`src/rtl/bin2bcd_seq_pkg.sv`:
```
// Shared types and helpers for the sequential binary-to-BCD converter.
package bin2bcd_seq_pkg;

  typedef enum logic {
    IDLE  = 1'b0,
    SHIFT = 1'b1
  } state_t;

  // Double-dabble digit correction: a digit of 5..9 becomes >=8 so the next shift carries.
  function automatic logic [3:0] add3(input logic [3:0] d);
    return (d >= 4'd5) ? 4'(d + 4'd3) : d;
  endfunction

endpackage

```
`src/rtl/bin2bcd_seq_add3.sv`:
```
// Combinational add-3 correction cell for one BCD digit.
module bin2bcd_seq_add3
  import bin2bcd_seq_pkg::*;
(
  input  logic [3:0] digit,
  output logic [3:0] digit_c
);

  assign digit_c = add3(digit);

endmodule

```
`src/rtl/bin2bcd_seq.sv`:
```
// Sequential shift-and-add-3 binary-to-BCD converter, one shift per clock.
module bin2bcd_seq
  import bin2bcd_seq_pkg::*;
#(
  parameter int unsigned BIN_W  = 8,
  parameter int unsigned DIGITS = 3
) (
  input  logic                  clk,
  input  logic                  rst,
  input  logic                  start,
  input  logic [BIN_W-1:0]      bin_in,
  output logic                  busy,
  output logic                  done,
  output logic [4*DIGITS-1:0]   bcd_out
);

  localparam int unsigned BCD_W = 4 * DIGITS;
  localparam int unsigned CNT_W = $clog2(BIN_W + 1);
  localparam int unsigned SR_W  = BCD_W + BIN_W;

  state_t             state;
  logic [CNT_W-1:0]   cnt;
  logic [BIN_W-1:0]   bin_sr;
  logic [BCD_W-1:0]   bcd_sr;
  logic [BCD_W-1:0]   bcd_adj;
  logic [SR_W-1:0]    sr_nxt;
  logic [BCD_W-1:0]   bcd_nxt;
  logic [BIN_W-1:0]   bin_nxt;

  for (genvar g = 0; g < DIGITS; g++) begin : g_add3
    bin2bcd_seq_add3 u_add3 (
      .digit   (bcd_sr[4*g +: 4]),
      .digit_c (bcd_adj[4*g +: 4])
    );
  end

  // Corrected digits and the binary remainder shift as one word; bcd MSB falls off.
  assign sr_nxt  = {bcd_adj, bin_sr} << 1;
  assign bcd_nxt = sr_nxt[SR_W-1:BIN_W];
  assign bin_nxt = sr_nxt[BIN_W-1:0];

  always_ff @(posedge clk or posedge rst) begin
    if (rst) begin
      state   <= IDLE;
      cnt     <= '0;
      bin_sr  <= '0;
      bcd_sr  <= '0;
      bcd_out <= '0;
      busy    <= 1'b0;
      done    <= 1'b0;
    end else begin
      done <= 1'b0;
      case (state)
        IDLE: begin
          if (start) begin
            bin_sr <= bin_in;
            bcd_sr <= '0;
            cnt    <= CNT_W'(BIN_W);
            busy   <= 1'b1;
            state  <= SHIFT;
          end
        end
        SHIFT: begin
          bcd_sr <= bcd_nxt;
          bin_sr <= bin_nxt;
          cnt    <= cnt - CNT_W'(1);
          if (cnt == CNT_W'(1)) begin
            bcd_out <= bcd_nxt;
            done    <= 1'b1;
            busy    <= 1'b0;
            state   <= IDLE;
          end
        end
      endcase
    end
  end

endmodule

```
`config.mk`:
```
export PLATFORM = sky130hd
export DESIGN_NAME = bin2bcd_seq
export DESIGN_NICKNAME = d
export VERILOG_FILES = /design/src/rtl/bin2bcd_seq_pkg.sv /design/src/rtl/bin2bcd_seq_add3.sv /design/src/rtl/bin2bcd_seq.sv
export SDC_FILE = /design/constraint.sdc
export NUM_CORES = 1
export LEC_CHECK = 0
export BUFFER_PORTS_ARGS = -buffer_cell sky130_fd_sc_hd__buf_4
export CAP_MARGIN = 40
export CORE_MARGIN = 2
export CORE_UTILIZATION = 45
export DETAILED_ROUTE_END_ITERATION = 10
export PLACE_DENSITY = 0.75
export RECOVER_POWER = 50
export SLEW_MARGIN = 20
export SYNTH_ARGS = -nofsm -noshare
export SYNTH_HDL_FRONTEND = slang
export SYNTH_HIERARCHICAL = 1
export SYNTH_SLANG_ARGS = --single-unit
```
`constraint.sdc`:
```
create_clock -name clk -period 2.2 [get_ports clk]
set_clock_uncertainty 0.2 [all_clocks]
set_input_delay 0 -clock clk [delete_from_list [all_inputs] [get_ports clk]]
set_output_delay 0 -clock clk [all_outputs]
set_load 0.02 [all_outputs]
```
# Word level (Yosys, flattened, before mapping)
# Cells that the tools add are included.
word_totals:
  output_inout_bits: 14
  wordCells: 37
  inputBits: 11
  ff_bits: 39
op_classes:
  n_reduce_logical: 2
  bitwise_logic: 1
  muxes: 17
  n_eq_ne: 3
  n_addsub: 4
  n_lt_le_gt_ge: 3
op_table:
  columns: ["operator", "n"]
  rows:
  - ["12-bit one-hot mux with 2 select lines", 1]
  - ["8-bit one-hot mux with 2 select lines", 1]
  - ["4-bit by 3-bit >= comparator with 1-bit output (second input constant)", 3]
  - ["12-bit 2-to-1 mux", 1]
  - ["4-bit 2-to-1 mux", 3]
  - ["4-bit by 2-bit adder with 4-bit output (second input constant)", 2]
  - ["8-bit 2-to-1 mux", 1]
  - ["4-bit one-hot mux with 2 select lines", 1]
  - ["1-bit 2-to-1 mux", 6]
  - ["4-bit by 1-bit == test with 1-bit output (second input constant)", 1]
  - ["1-bit one-hot mux with 2 select lines", 2]
  - ["2-bit AND reduction", 2]
  - ["4-bit by 1-bit subtractor with 4-bit output (second input constant)", 1]
  - ["3-bit by 2-bit adder with 3-bit output (second input constant)", 1]
  - ["3-bit 2-to-1 mux", 1]
  - ["2-bit by 1-bit != test with 1-bit output (second input constant)", 1]
  - ["2-bit != test (second input constant)", 1]
  - ["1-bit inverter", 1]

# Logic depth before layout (Yosys ltp)
logic_depth:
  ltp_word: 3
  ltp_mapped: 7
  mapped_depth_nobuf: 7

# Modules after synthesis
# Netlist, hierarchy kept.
modules_own_cells:
  columns: ["module", "n_inst", "seq_area_each_um2", "cells_each", "area_each_um2"]
  rows:
  - ["bin2bcd_seq", 1, 975.9, 140, 1675.4]
  - ["bin2bcd_seq_add3", 3, 0.0, 16, 101.3]

# Least setup slack after synthesis
# No wires, ideal clock.
synth_timing:
  kind: "reg-to-reg"
  startpoint: "reg cnt[1]"
  endpoint: "reg bcd_out[0]"
  arrival_time_ps: 1432
  setup_ps: 125
  slack_ps: 443
  required_time_ps: 1875
  path_stages_with_launch: 7
  path_buffers: 2
  synth_period_minus_slack_ps: 1757
  path_cell_list: "dfrtp_1 > inv_1 > ha_1 > nor4bb_1 > buf_4 > buf_12 > mux2_4"
synth_between:
  elab_chain_cells: 2
synth_rtl:
  columns: ["element", "line_no", "source"]
  rows:
  - ["from (decl)", "bin2bcd_seq.sv:22", "logic [CNT_W-1:0] cnt;"]
  - ["from (signal assigned)", "bin2bcd_seq.sv:58", "cnt <= CNT_W'(BIN_W);"]
  - ["from (signal assigned)", "bin2bcd_seq.sv:66", "cnt <= cnt - CNT_W'(1);"]
  - ["4-bit by 1-bit == test with 1-bit output", "bin2bcd_seq.sv:67", "if (cnt == CNT_W'(1)) begin"]
  - ["2-bit AND reduction (no source line)", null, null]
  - ["to (signal assigned)", "bin2bcd_seq.sv:68", "bcd_out <= bcd_nxt;"]
  - ["to (decl)", "bin2bcd_seq.sv:14", "output logic [4*DIGITS-1:0] bcd_out"]
# Every way passes these cells.
# A chain may end at the register's enable or synchronous reset.

# Final worst setup path
layout_timing:
  startpoint: "reg cnt[1]"
  endpoint: "reg bcd_out[5]"
# The elaborated chain is that of the path after synthesis.

==> summary.txt <==
Layout
  – Share of cells above drive strength 1: 20.6%
  – Non-Filler Instances: 273
  – Fill cell count: 371
  – Synthesis-to-finish area growth: 20.9%
  – Final Net Count: 241
  – # diodes: 0
  – Most frequent cells in the layout: dfrtp_1 (39), nand2_1 (29), o21ai_0 (21)
  – Most common cell after layout, fill and taps aside: dfrtp_1

Worst setup path
  – Slowest CP cell: dfrtp_1
  – CP Class: flip-flop to flip-flop
  – Worst r2r path cells: 5
  – CP Capture Type: flip-flop
  – Required time worst endpoint: 2.18 ns
  – Startpoint class of the critical path: flip-flop
  – Arrival @ worst endpoint: 1.82 ns
  – Worst-path fanout max: 9
  – CP max stage delay: 0.40 ns
  – Worst R2R Setup Slack: 0.36 ns
  – Worst-path cell chain: inv_1 -> ha_1 -> nor4bb_4 -> buf_4 -> mux2_4

STA
  – Tcrit/Tclk final: 83.7%
  – Slew headroom: 37.8%
  – Fin. Hold Viols: 0
  – Setup tns final: 0 ns
  – Fmax: 543 MHz
  – Slew @ Worst Pin: 0.933 ns
  – Final setup violation count: 0
  – Setup WS post-layout: 0.358 ns
  – Max-slew violation count: 0
  – RSZ-0062 raised after global routing: no
  – Worst hold-check slack: 0.277 ns
  – Period minus WS final: 1.84 ns

Power and ir drop
  – Power per cell area: 1430 nW/µm²
  – LEAKAGE: 1.14 nW
  – Clk pwr share: 13.7%
  – Sw Ratio: 39.5%
  – Register share of total power: 38.6%
  – Cell internal pwr: 2.05 mW
  – Switching pwr: 1.34 mW
  – VDD IR max: 0.594 mV
  – Total power: 3.38 mW
  – Comb pwr share: 47.7%

Clock tree
  – Clock Path Buffers: 2
  – Post_cts resized: 0
  – Htree depth: 2
  – Worst-Skew Late Latency: 0.29 ns
  – Clk slew on worst S/H paths: 0.07 ns
  – Clock sinks: 39
  – TritonCTS Buffers: 5
  – Clk root buf: clkbuf_8
  – CTS tree: yes

Global routing
  – Vias in the first global route: 1374
  – Largest net degree at the start of global routing: 47
  – Total grt overflow: 0
  – Initial antenna violation count: 0
  – First-pass GRT wire length: 6180 µm
  – GR Util All Layers: 16.0%

Drt
  – Vias per cell: 5.01
  – Routed wire length: 3430 µm
  – Via count: 1367
  – Routed wire length per instance: 12.6 µm
  – Drt drc: 0
  – Post-detailed-route count of antenna-violating nets: 0
  – Iteration count of the initial detailed-routing pass: 4
  – DRT iter0 DRCs: 56

Floorplanning
  – Die ar.: 4900 µm²
  – Core footprint: 4090 µm²
  – Top Ports: 25
  – Die Y: 70.0 µm
  – Rows: 23
  – Initial Util: 47.9%
  – Die W: 70.0 µm

Place
  – I/O Buffers: 24
  – Post-DP HPWL: 2250 µm
  – Place WS: 0.353 ns
  – Placed cell count: 252
  – GPL Wtd Cong: 0.732

Run
  – Max Cap Viol: 0

Min path
  – Hold crit path type: flip-flop to flip-flop
  – WHS Path Cells: 2

Logic synthesis
  – Syn Nets: 203
  – Yosys warnings: 6
  – Mapped Cells: 184
  – Syn_area_per_cell: 10.6 µm²
  – Synth Cell Area: 1960 µm²

Outcome
  – Outcome: finished, final reports clean
power by group through the flow:
stage / combinational (mW) / sequential, mW / clock (mW)
after CTS: 1.68 / 1.31 / 0.485
after floorplan: 1.14 / 1.38 / 0
final: 1.62 / 1.31 / 0.463
after detailed placement: 1.65 / 1.32 / 0
after global routing: 1.81 / 1.36 / 0.514
after global placement: 1.59 / 1.31 / 0
timing repair:
action / CTS / global route
buffers inserted: 0 / 0
endpoints found under the hold margin: 60 / 0
hold buffers: 13 / 0
through the flow:
step | instance area [µm²] | utilization [%]
floorplan | 1960 | -
global route | 2370 | 58.0
CTS | 2400 | 58.7
finish | 2370 | 58.0
global placement | 2180 | 53.4
detailed placement | 2180 | 53.4
final cells by class:
type	instances	area [µm²]	area share [%]
sequential	39	976	41.2
multi-input combinational	124	893	37.7
timing repair buffer	41	312	13.2
clock buffer	5	68.8	2.91
tap	50	62.6	2.64
inverter	11	41.3	1.74
clock inverter	3	15.0	0.634
registers in the layout, indices dropped and copies added, names as in the netlist:
register	count
cnt	4
busy	1
state	1
done	1
bcd_sr	12
bin_sr	8
bcd_out	12
worst paths after layout:
| path | end | startpoint |
|---|---|---|
| worst max-delay path | bcd_out[5] | cnt[1] |
| worst min-delay path | bin_sr[5] | bin_sr[4] |
| worst max register to register | bcd_out[5] | cnt[1] |
| worst min register to register | bin_sr[5] | bin_sr[4] |
| max in group asynchronous | busy | rst |
| min in group asynchronous | bcd_out[1] | rst |
per-layer routing:
metal  global-route usage (%)  wire [µm]  vias to the layer above  share of wire [%]
met5                        0          0                        -                  0
met4                     6.84         43                        0                1.3
met3                     5.48        152                        5                4.4
met2                     26.0       1640                       23                 48
met1                     19.1       1590                      656                 46
li1                         -          -                      683                  -
critical path: cells and delay by family, from the launching register on:
| family | cells | cell delay, ns |
|---|---|---|
| AND/OR/NAND/NOR | 1 | 0.31 |
| multiplexers | 1 | 0.31 |
| adder cells (fa/ha/maj) | 1 | 0.16 |
| flip-flops | 1 | 0.40 |
| buffers and inverters | 2 | 0.34 |
(Power assumes the default switching activity.)
